### src/rtl/instruction_loader_if.sv
// Host byte stream plus instruction RAM write port and boot status of the instruction loader.
// The loader connects through the master modport; the host/RAM side uses the slave modport.
interface instruction_loader_if;
    logic [7:0]  in_data;
    logic        in_valid;
    logic        in_ready;
    logic        mem_we;
    logic [31:0] mem_addr;
    logic [31:0] mem_wdata;
    logic        cpu_reset;
    logic        done;
    logic        error;

    modport master (
        input  in_data, in_valid,
        output in_ready, mem_we, mem_addr, mem_wdata, cpu_reset, done, error
    );

    modport slave (
        output in_data, in_valid,
        input  in_ready, mem_we, mem_addr, mem_wdata, cpu_reset, done, error
    );
endinterface

### src/rtl/instruction_loader.sv
// Boot loader: parses a framed byte image (count, big-endian words, XOR checksum) into
// instruction RAM and keeps the CPU in reset until the image has been verified.
//
// state | meaning
// HDR0  | waiting for word count high byte
// HDR1  | waiting for word count low byte
// DATA  | assembling words and writing them to RAM
// CSUM  | waiting for checksum byte
// DONE  | image verified, CPU released (terminal)
// ERROR | image rejected (terminal)
module instruction_loader #(
    parameter int DEPTH = 256
) (
    input  logic clk,
    input  logic reset,
    instruction_loader_if.master bus
);
    localparam logic [2:0] S_HDR0  = 3'd0;
    localparam logic [2:0] S_HDR1  = 3'd1;
    localparam logic [2:0] S_DATA  = 3'd2;
    localparam logic [2:0] S_CSUM  = 3'd3;
    localparam logic [2:0] S_DONE  = 3'd4;
    localparam logic [2:0] S_ERROR = 3'd5;

    logic [2:0]  state;
    logic [7:0]  cnt_hi;
    logic [15:0] word_total;
    logic [15:0] word_cnt;
    logic [1:0]  byte_cnt;
    logic [23:0] shreg;
    logic [7:0]  csum;
    logic        mem_we_q;
    logic [31:0] mem_addr_q;
    logic [31:0] mem_wdata_q;
    logic        ready;
    logic        accept;
    logic [16:0] count_in;

    // Gated by reset so the host sees no ready while the loader is held.
    assign ready = !reset && (state == S_HDR0 || state == S_HDR1 ||
                              state == S_DATA || state == S_CSUM);
    assign accept   = bus.in_valid && ready;
    assign count_in = {1'b0, cnt_hi, bus.in_data};

    always_ff @(posedge clk or posedge reset) begin
        if (reset) begin
            state       <= S_HDR0;
            cnt_hi      <= 8'd0;
            word_total  <= 16'd0;
            word_cnt    <= 16'd0;
            byte_cnt    <= 2'd0;
            shreg       <= 24'd0;
            csum        <= 8'd0;
            mem_we_q    <= 1'b0;
            mem_addr_q  <= 32'd0;
            mem_wdata_q <= 32'd0;
        end else begin
            mem_we_q <= 1'b0;
            if (accept) begin
                case (state)
                    S_HDR0: begin
                        cnt_hi <= bus.in_data;
                        state  <= S_HDR1;
                    end
                    S_HDR1: begin
                        word_total <= count_in[15:0];
                        if (count_in > 17'(DEPTH))
                            state <= S_ERROR;
                        else if (count_in == 17'd0)
                            state <= S_CSUM;
                        else
                            state <= S_DATA;
                    end
                    S_DATA: begin
                        csum     <= csum ^ bus.in_data;
                        shreg    <= {shreg[15:0], bus.in_data};
                        byte_cnt <= byte_cnt + 2'd1;
                        if (byte_cnt == 2'd3) begin
                            mem_wdata_q <= {shreg, bus.in_data};
                            mem_addr_q  <= {14'd0, word_cnt, 2'b00};
                            mem_we_q    <= 1'b1;
                            word_cnt    <= word_cnt + 16'd1;
                            if (word_cnt == word_total - 16'd1)
                                state <= S_CSUM;
                        end
                    end
                    S_CSUM: begin
                        state <= (bus.in_data == csum) ? S_DONE : S_ERROR;
                    end
                    default: state <= state;
                endcase
            end
        end
    end

    assign bus.in_ready  = ready;
    assign bus.mem_we    = mem_we_q;
    assign bus.mem_addr  = mem_addr_q;
    assign bus.mem_wdata = mem_wdata_q;
    assign bus.cpu_reset = (state != S_DONE);
    assign bus.done      = (state == S_DONE);
    assign bus.error     = (state == S_ERROR);
endmodule

### src/flat_wrapper.sv
// flat-port wrapper written by rule: the top's interface ports become plain ports
module instruction_loader_flat 
#(
    parameter int DEPTH = 256
)
  (clk, reset, bus_in_data, bus_in_valid, bus_in_ready, bus_mem_we, bus_mem_addr, bus_mem_wdata, bus_cpu_reset, bus_done, bus_error);
  instruction_loader_if bus_i ();
  input  logic clk;
  input  logic reset;
  input wire logic [$bits(bus_i.in_data)-1:0] bus_in_data;
  input wire logic [$bits(bus_i.in_valid)-1:0] bus_in_valid;
  output wire logic [$bits(bus_i.in_ready)-1:0] bus_in_ready;
  output wire logic [$bits(bus_i.mem_we)-1:0] bus_mem_we;
  output wire logic [$bits(bus_i.mem_addr)-1:0] bus_mem_addr;
  output wire logic [$bits(bus_i.mem_wdata)-1:0] bus_mem_wdata;
  output wire logic [$bits(bus_i.cpu_reset)-1:0] bus_cpu_reset;
  output wire logic [$bits(bus_i.done)-1:0] bus_done;
  output wire logic [$bits(bus_i.error)-1:0] bus_error;
  assign bus_i.in_data = bus_in_data;
  assign bus_i.in_valid = bus_in_valid;
  assign bus_in_ready = bus_i.in_ready;
  assign bus_mem_we = bus_i.mem_we;
  assign bus_mem_addr = bus_i.mem_addr;
  assign bus_mem_wdata = bus_i.mem_wdata;
  assign bus_cpu_reset = bus_i.cpu_reset;
  assign bus_done = bus_i.done;
  assign bus_error = bus_i.error;
  instruction_loader #(.DEPTH(DEPTH)) u_core (.clk(clk), .reset(reset), .bus(bus_i));
endmodule
### config.mk
export PLATFORM = sky130hd
export DESIGN_NAME = instruction_loader_flat
export DESIGN_NICKNAME = d
export VERILOG_FILES = /design/src/rtl/instruction_loader_if.sv /design/src/rtl/instruction_loader.sv /design/src/flat_wrapper.sv
export SDC_FILE = /design/constraint.sdc
export NUM_CORES = 1
export LEC_CHECK = 0
export ABC_CLOCK_PERIOD_IN_PS = 5400
export CAP_MARGIN = 15
export CORE_UTILIZATION = 54
export CTS_CLUSTER_DIAMETER = 30
export CTS_CLUSTER_SIZE = 28
export DETAILED_ROUTE_END_ITERATION = 10
export GPL_TIMING_DRIVEN = 0
export PLACE_DENSITY_LB_ADDON = 0.05
export SLEW_MARGIN = 5
export SYNTH_ARGS = -nofsm -noshare
export SYNTH_HDL_FRONTEND = slang
export SYNTH_SLANG_ARGS = --single-unit
### constraint.sdc
create_clock -name clk -period 5.4 [get_ports clk]
set_input_delay 0.81 -clock clk [delete_from_list [all_inputs] [get_ports clk]]
set_output_delay 0.81 -clock clk [all_outputs]
set_load 0.005 [all_outputs]
==> results.cfg, run 1 <==
[floorplan]
die_h_um = 103.8
start_util_pct = 56.46
top_level_ports = 80
die_area_mm2 = 0.01077
core_region_area_mm2 = 0.009910
die_x_um = 103.8
rows = 36

[worst_setup_path]
cp_cell_sequence = clkbuf_2 > or3b_2 > inv_1 > clkdlybuf4s50_1
critPathKind = register to output pin
setup.worst_path.start = u_core.state[1]
cp-start-kind = register
cp.arrival_ns = 2.11
critPathSlowestCell = or3b_2
path_max_fanout = 8
cp_data_required_time_ns = 4.59
r2r_end = u_core.word_cnt[13]
reg2reg_depth = 7
worstReg2RegStart = u_core.state[2]
crit_path_end = bus_done
crit_path_max_incr_delay_ns = 0.50
reg2reg_slack_ns = 3.01
endpoint_kind = output pin

[logic_synthesis]
async_reset_ff_share_pct = 100.0
syn_area_per_cell_um2 = 9.799
syn_area_mm2 = 0.005595
synthCells = 571
synthFlopType = dfrtp_1
synth_edf_count = 0
synth_warnings = 0
ys_ff_latch = 126
yosysUniqueCellTypes = 46
yosysSeqAreaShare_pct = 56.35

[layout]
fillers = 767
fin_util_pct = 70.72
antenna_cells_inserted = 0
drive_above_1_share_pct = 12.52
syn2layout_area_growth_pct = 25.25
nNetsFinal = 683
multi_input_area_mm2 = 0.002263
regArea_mm2 = 0.003153

[global_route]
grt_pass1_wl_um = 20110
antenna_found_initial = 0
grt-ovfl-total = 0
grt_max_degree = 86
grt_use_total_pct = 23.96
grt_pass1_vias = 4075

[timing]
skew_ns = 0.007901
max_slew_margin_pct = 57.63
fmax_ghz = 0.3425
rsz0062_at_grt = no
timing.final.crit_share_pct = 54.07
tightest_slew_ns = 0.6321
finalSetupViolCount = 0
period_minus_slack_ns = 2.920
finalMaxSlewViolations = 0
hold_viol = 0
fin_ws_ns = 2.480

[drt]
avgRoutedWirePerCell_um = 14.65
vias = 4191
dr.pass1.iters = 7
antenna_left = 0
drt-total-wl_um = 11890
first_iter_violations = 199
viasPerCell = 5.161
drc = 0

[run_status]
outcome = complete, no violations

[cts]
cts_setup_buffers = 0
clk_path_buf_depth = 2
cts_buffers = 17
clk-insertion-delay-late_ns = 0.53
cts-root-buf = clkbuf_8
cts_resized = 0
cts_tree = yes
clock-sinks = 126
clkSlewWorstSetupHoldPaths_ns = 0.06
cts_hold_buf = 0
htree_levels = 4

[place]
dpl.hpwl_um = 8210
portBuffers = 63
place_ws_ns = 2.087
place_congestion = 0.8194

[pwr]
ir_worst_vdd_mv = 0.2337
leakage_nw = 3.448
powerDensity_mw_per_mm2 = 383.2

[min_path]
min_path_type = register to register

[flow_run]
maxCapViolations = 0
[power by group]
| group | leakage (nW) | switching, mW | total [mW] | internal, mW |
|---|---|---|---|---|
| Sequential | 1.70 | 0.130 | 1.18 | 1.05 |
| Combinational | 1.48 | 0.225 | 0.485 | 0.260 |
| Clock | 0.265 | 0.384 | 1.02 | 0.632 |
[kinds of logic (layout without fill, tap and decap cells)]
| logic type | after synthesis | after routing | share of synthesized area, % |
|---|---|---|---|
| AOI/OAI and AO/OA | 19 | 19 | 2.214 |
| muxes | 26 | 26 | 5.210 |
| and+or+nand+nor | 295 | 295 | 22.52 |
| DFF | 126 | 126 | 56.35 |
| adders and majority gates | 3 | 3 | 0.6709 |
| buffers and inverters | 45 | 138 | 4.204 |
| other | 1 | 16 | 0.06702 |
| xor gates and xnor gates | 56 | 56 | 8.766 |
[synth_stat cells, types with 2 or more instances]
library cell / n / share of area [%]
a21oi_1: 3 / 0.27
and2_1: 2 / 0.22
buf_2: 4 / 0.36
buf_4: 16 / 2.1
clkbuf_1: 15 / 1.0
dfrtp_1: 126 / 56
ha_1: 3 / 0.67
inv_1: 7 / 0.47
mux2_2: 25 / 5.0
nand2_1: 230 / 15
nand3_1: 9 / 0.80
nand4_1: 9 / 1.0
nor2_1: 13 / 0.87
nor3_1: 7 / 0.63
nor4_1: 7 / 0.78
o21ai_0: 7 / 0.63
o31ai_1: 3 / 0.40
or2_2: 2 / 0.22
or3_1: 2 / 0.22
xnor2_1: 46 / 7.2
xor2_1: 10 / 1.6
[area by class of cell]
type / count / share of cell area, %
multi-input cells: 415 / 32.30
inverters: 8 / 0.4999
flip-flops and latches: 126 / 44.99
repair buffers: 64 / 9.391
clock inverters: 8 / 0.9641
well taps: 133 / 2.375
plain buffers: 37 / 2.928
clock buffers: 21 / 6.552
[critical path, delay by kind of cell (launching register included)]
family | cells | cell delay, ns
AND/OR/NAND/NOR | 1 | 0.50
buffers and inverters | 3 | 0.73
flip-flops | 1 | 0.35
[state kept, by name, summed over array words and instances (netlist names)]
| signal | count |
|---|---|
| u_core.shreg | 24 |
| u_core.word_total | 16 |
| u_core.cnt_hi | 8 |
| u_core.bus.mem_wdata | 32 |
| u_core.bus.mem_addr | 16 |
| u_core.byte_cnt | 2 |
| u_core.csum | 8 |
| u_core.state | 3 |
| u_core.word_cnt | 16 |
| u_core.bus.mem_we | 1 |
[worst min path at each step]
stage,from,end,slack (ns),cells after the start
finish,u_core.bus.mem_wdata[28],u_core.bus.mem_wdata[28],0.47,2
global route,u_core.shreg[21],u_core.bus.mem_wdata[29],0.49,2
CTS,u_core.shreg[17],u_core.bus.mem_wdata[25],0.47,2
detailed placement,u_core.bus.mem_wdata[28],u_core.bus.mem_wdata[28],0.46,2
global placement,u_core.bus.mem_addr[16],u_core.bus.mem_addr[16],0.46,2
floorplan,u_core.shreg[16],u_core.bus.mem_wdata[24],0.44,2
[cell usage in the layout (no fill, tap or decap), types with 2 or more instances in the layout]
| cell type | instances |
|---|---|
| a21oi_1 | 3 |
| and2_1 | 2 |
| buf_2 | 4 |
| buf_4 | 16 |
| clkbuf_1 | 16 |
| clkbuf_16 | 16 |
| clkbuf_8 | 4 |
| clkdlybuf4s50_1 | 63 |
| clkinv_2 | 6 |
| conb_1 | 16 |
| dfrtp_1 | 126 |
| ha_1 | 3 |
| inv_1 | 6 |
| mux2_2 | 25 |
| nand2_1 | 230 |
| nand3_1 | 9 |
| nand4_1 | 9 |
| nor2_1 | 13 |
| nor3_1 | 7 |
| nor4_1 | 7 |
| o21ai_0 | 7 |
| o31ai_1 | 3 |
| or2_2 | 2 |
| or3_1 | 2 |
| xnor2_1 | 46 |
| xor2_1 | 10 |
[through the flow]
step	TNS [ns]	instance area, um2	std cells	hold slack, ns	total power [mW]
floorplan	0	5652	586	0.4386	1.533
global placement	-58.45	6449	782	0.4563	1.649
detailed placement	0	6481	783	0.4617	1.682
CTS	0	7008	812	0.4701	2.700
global route	0	7008	812	0.4911	2.806
finish	0	7008	812	0.4709	2.686
[routing by layer]
layer  vias to the layer above  GRT usage, %  routed length [um]
met3                        22         6.167                 584
met5                         -             0                   0
li1                       2006             -                   -
met2                       127         37.54                5578
met4                         0         10.20                 235
met1                      2036         31.82                5496
(Power assumes the default switching activity.)
==> inputs of run 2 (changes only) <==
Settings changed: ABC_CLOCK_PERIOD_IN_PS 5400 to 2900.
Clock period 5.4 ns to 2.9 ns, I/O delays scaled along.
==> run 2 against run 1 <==
Against the previous run:
- sequential cell count stayed put
- clock-buffer cell count unchanged
- register-to-register slack worse by 2.4 ns
- core utilization grew 1.7 points
- design area grew 2.4%
- critical path depth unchanged
- clock skew increased by 0.0035 ns
- die area stayed put
- sequential share of layout area is 1.0 points lower
- highest routed layer unchanged
==> results.cfg, run 2 (synthesis gave the netlist of run 1 again) <==
[place]
portBuffers = 63
dp.cells = 785
dpl.hpwl_um = 8326
place_congestion = 0.8020
place_ws_ns = 0.05143

[pwr]
ir_worst_vdd_mv = 0.4980
total_power_mw = 5.478
leakage_nw = 3.516
powerDensity_mw_per_mm2 = 763.7

[worst_setup_path]
path_max_fanout = 8
cp-start-kind = register
critPathSlowestCell = or3b_2
cp_data_required_time_ns = 2.47
reg2reg_slack_ns = 0.57
cp_cell_sequence = clkbuf_2 > or3b_2 > inv_1 > clkdlybuf4s50_1
worstReg2RegStart = u_core.state[2]
cp_num_buf_inv = 3
r2r_end = u_core.word_cnt[14]
cp.arrival_ns = 2.10
reg2reg_depth = 7
critPathKind = register to output pin
crit_family = buffers and inverters
crit_path_max_incr_delay_ns = 0.51
endpoint_kind = output pin

[floorplan]
die_area_mm2 = 0.01077
die_h_um = 103.8
start_util_pct = 56.46
top_level_ports = 80
core_region_area_mm2 = 0.009910
rows = 36
die_x_um = 103.8

[timing]
tightest_slew_ns = 0.6171
hold_ws_ns = 0.4625
hold_viol = 0
skew_ns = 0.01141
finalSetupViolCount = 0
fmax_ghz = 0.3950
period_minus_slack_ns = 2.532
finalMaxSlewViolations = 0
rsz0062_at_grt = no
fin_ws_ns = 0.3681
max_slew_margin_pct = 58.77
timing.final.crit_share_pct = 87.31
setup-tns-final_ns = 0

[cts]
cts_setup_buffers = 0
cts_buffers = 17
htree_levels = 4
clkSlewWorstSetupHoldPaths_ns = 0.06
clk_path_buf_depth = 2
cts_resized = 0
clk-insertion-delay-late_ns = 0.52
cts_tree = yes
cts-root-buf = clkbuf_8
clock-sinks = 126
cts_hold_buf = 0

[layout]
fin_cells = 817
drive_above_1_share_pct = 13.01
nNetsFinal = 685
largest_register_ffs = 32
antenna_cells_inserted = 0
syn2layout_area_growth_pct = 28.20
final_common_cell = nand2_1
final_cell_mix = nand2_1 (230), dfrtp_1 (126), clkdlybuf4s50_1 (63)

[min_path]
worstHoldPathCells = 2
hold_end = u_core.bus.mem_wdata[26]
min_path_type = register to register
hold_path.startpoint = u_core.shreg[18]

[global_route]
antenna_found_initial = 0
grt_max_degree = 42
grt-ovfl-total = 0
grt_use_total_pct = 24.30
grt_pass1_vias = 4270
grt_pass1_wl_um = 20580

[drt]
vias = 4135
drc = 0
first_iter_violations = 169
viasPerCell = 5.061
dr.pass1.iters = 5
avgRoutedWirePerCell_um = 14.51
antenna_left = 0
drt-total-wl_um = 11860

[run_status]
outcome = complete, no violations

[flow_run]
maxCapViolations = 0
## run 2: cell count changes in the layout (fill, tap and decap cells not counted), sizes merged
cell,change
buf,+2
clkinvlp,+1
clkinv,-2
inv,-1
bufinv,+5
## run 2: through the flow
stage	area, um2	util [%]
finish	7173	72.39
global route	7173	72.39
CTS	7173	72.39
detailed placement	6513	65.72
global placement	6452	65.11
floorplan	5655	-
## run 2: area by class of cell
| cell class | instances | area, um2 |
|---|---|---|
| Sequential cell | 126 | 3153 |
| Fill cell | 734 | 2736 |
| Multi-Input combinational cell | 415 | 2263 |
| Timing Repair Buffer | 66 | 690.7 |
| Clock buffer | 21 | 449.2 |
| Clock inverter | 11 | 211.5 |
| Buffer | 37 | 205.2 |
| Tap cell | 133 | 166.4 |
| Inverter | 8 | 33.78 |
## run 2: routing by layer
metal | global-route usage, % | part of all wire, % | vias to the layer above
li1 | - | - | 2026
met1 | 33.09 | 47 | 1979
met2 | 38.49 | 46 | 113
met3 | 5.160 | 4.8 | 17
met4 | 9.286 | 1.5 | 0
met5 | 0 | 0 | -
## run 2: power by group
group | leakage, nW | internal, mW | switching, mW
clock network | 0.322 | 1.61 | 0.755
logic | 1.49 | 0.488 | 0.418
registers | 1.70 | 1.96 | 0.241
## run 2: worst max-delay path by stage
stage	from	to	slack [ns]	cells after the start
after floorplan	reset	u_core.bus.mem_addr[10]	0.91	1
after global placement	reset	u_core.bus.mem_wdata[28]	-0.27	2
after detailed placement	reset	u_core.word_cnt[14]	0.05	8
after CTS	u_core.state[1]	bus_done	0.35	4
after global routing	u_core.state[1]	bus_done	0.30	4
final	u_core.state[1]	bus_done	0.37	4
## run 2: tightest hold or removal path, cell delays in order (launching register included)
cell and delay (ns):
dfrtp_1 0.34, nand2_1 0.05, nand2_1 0.05
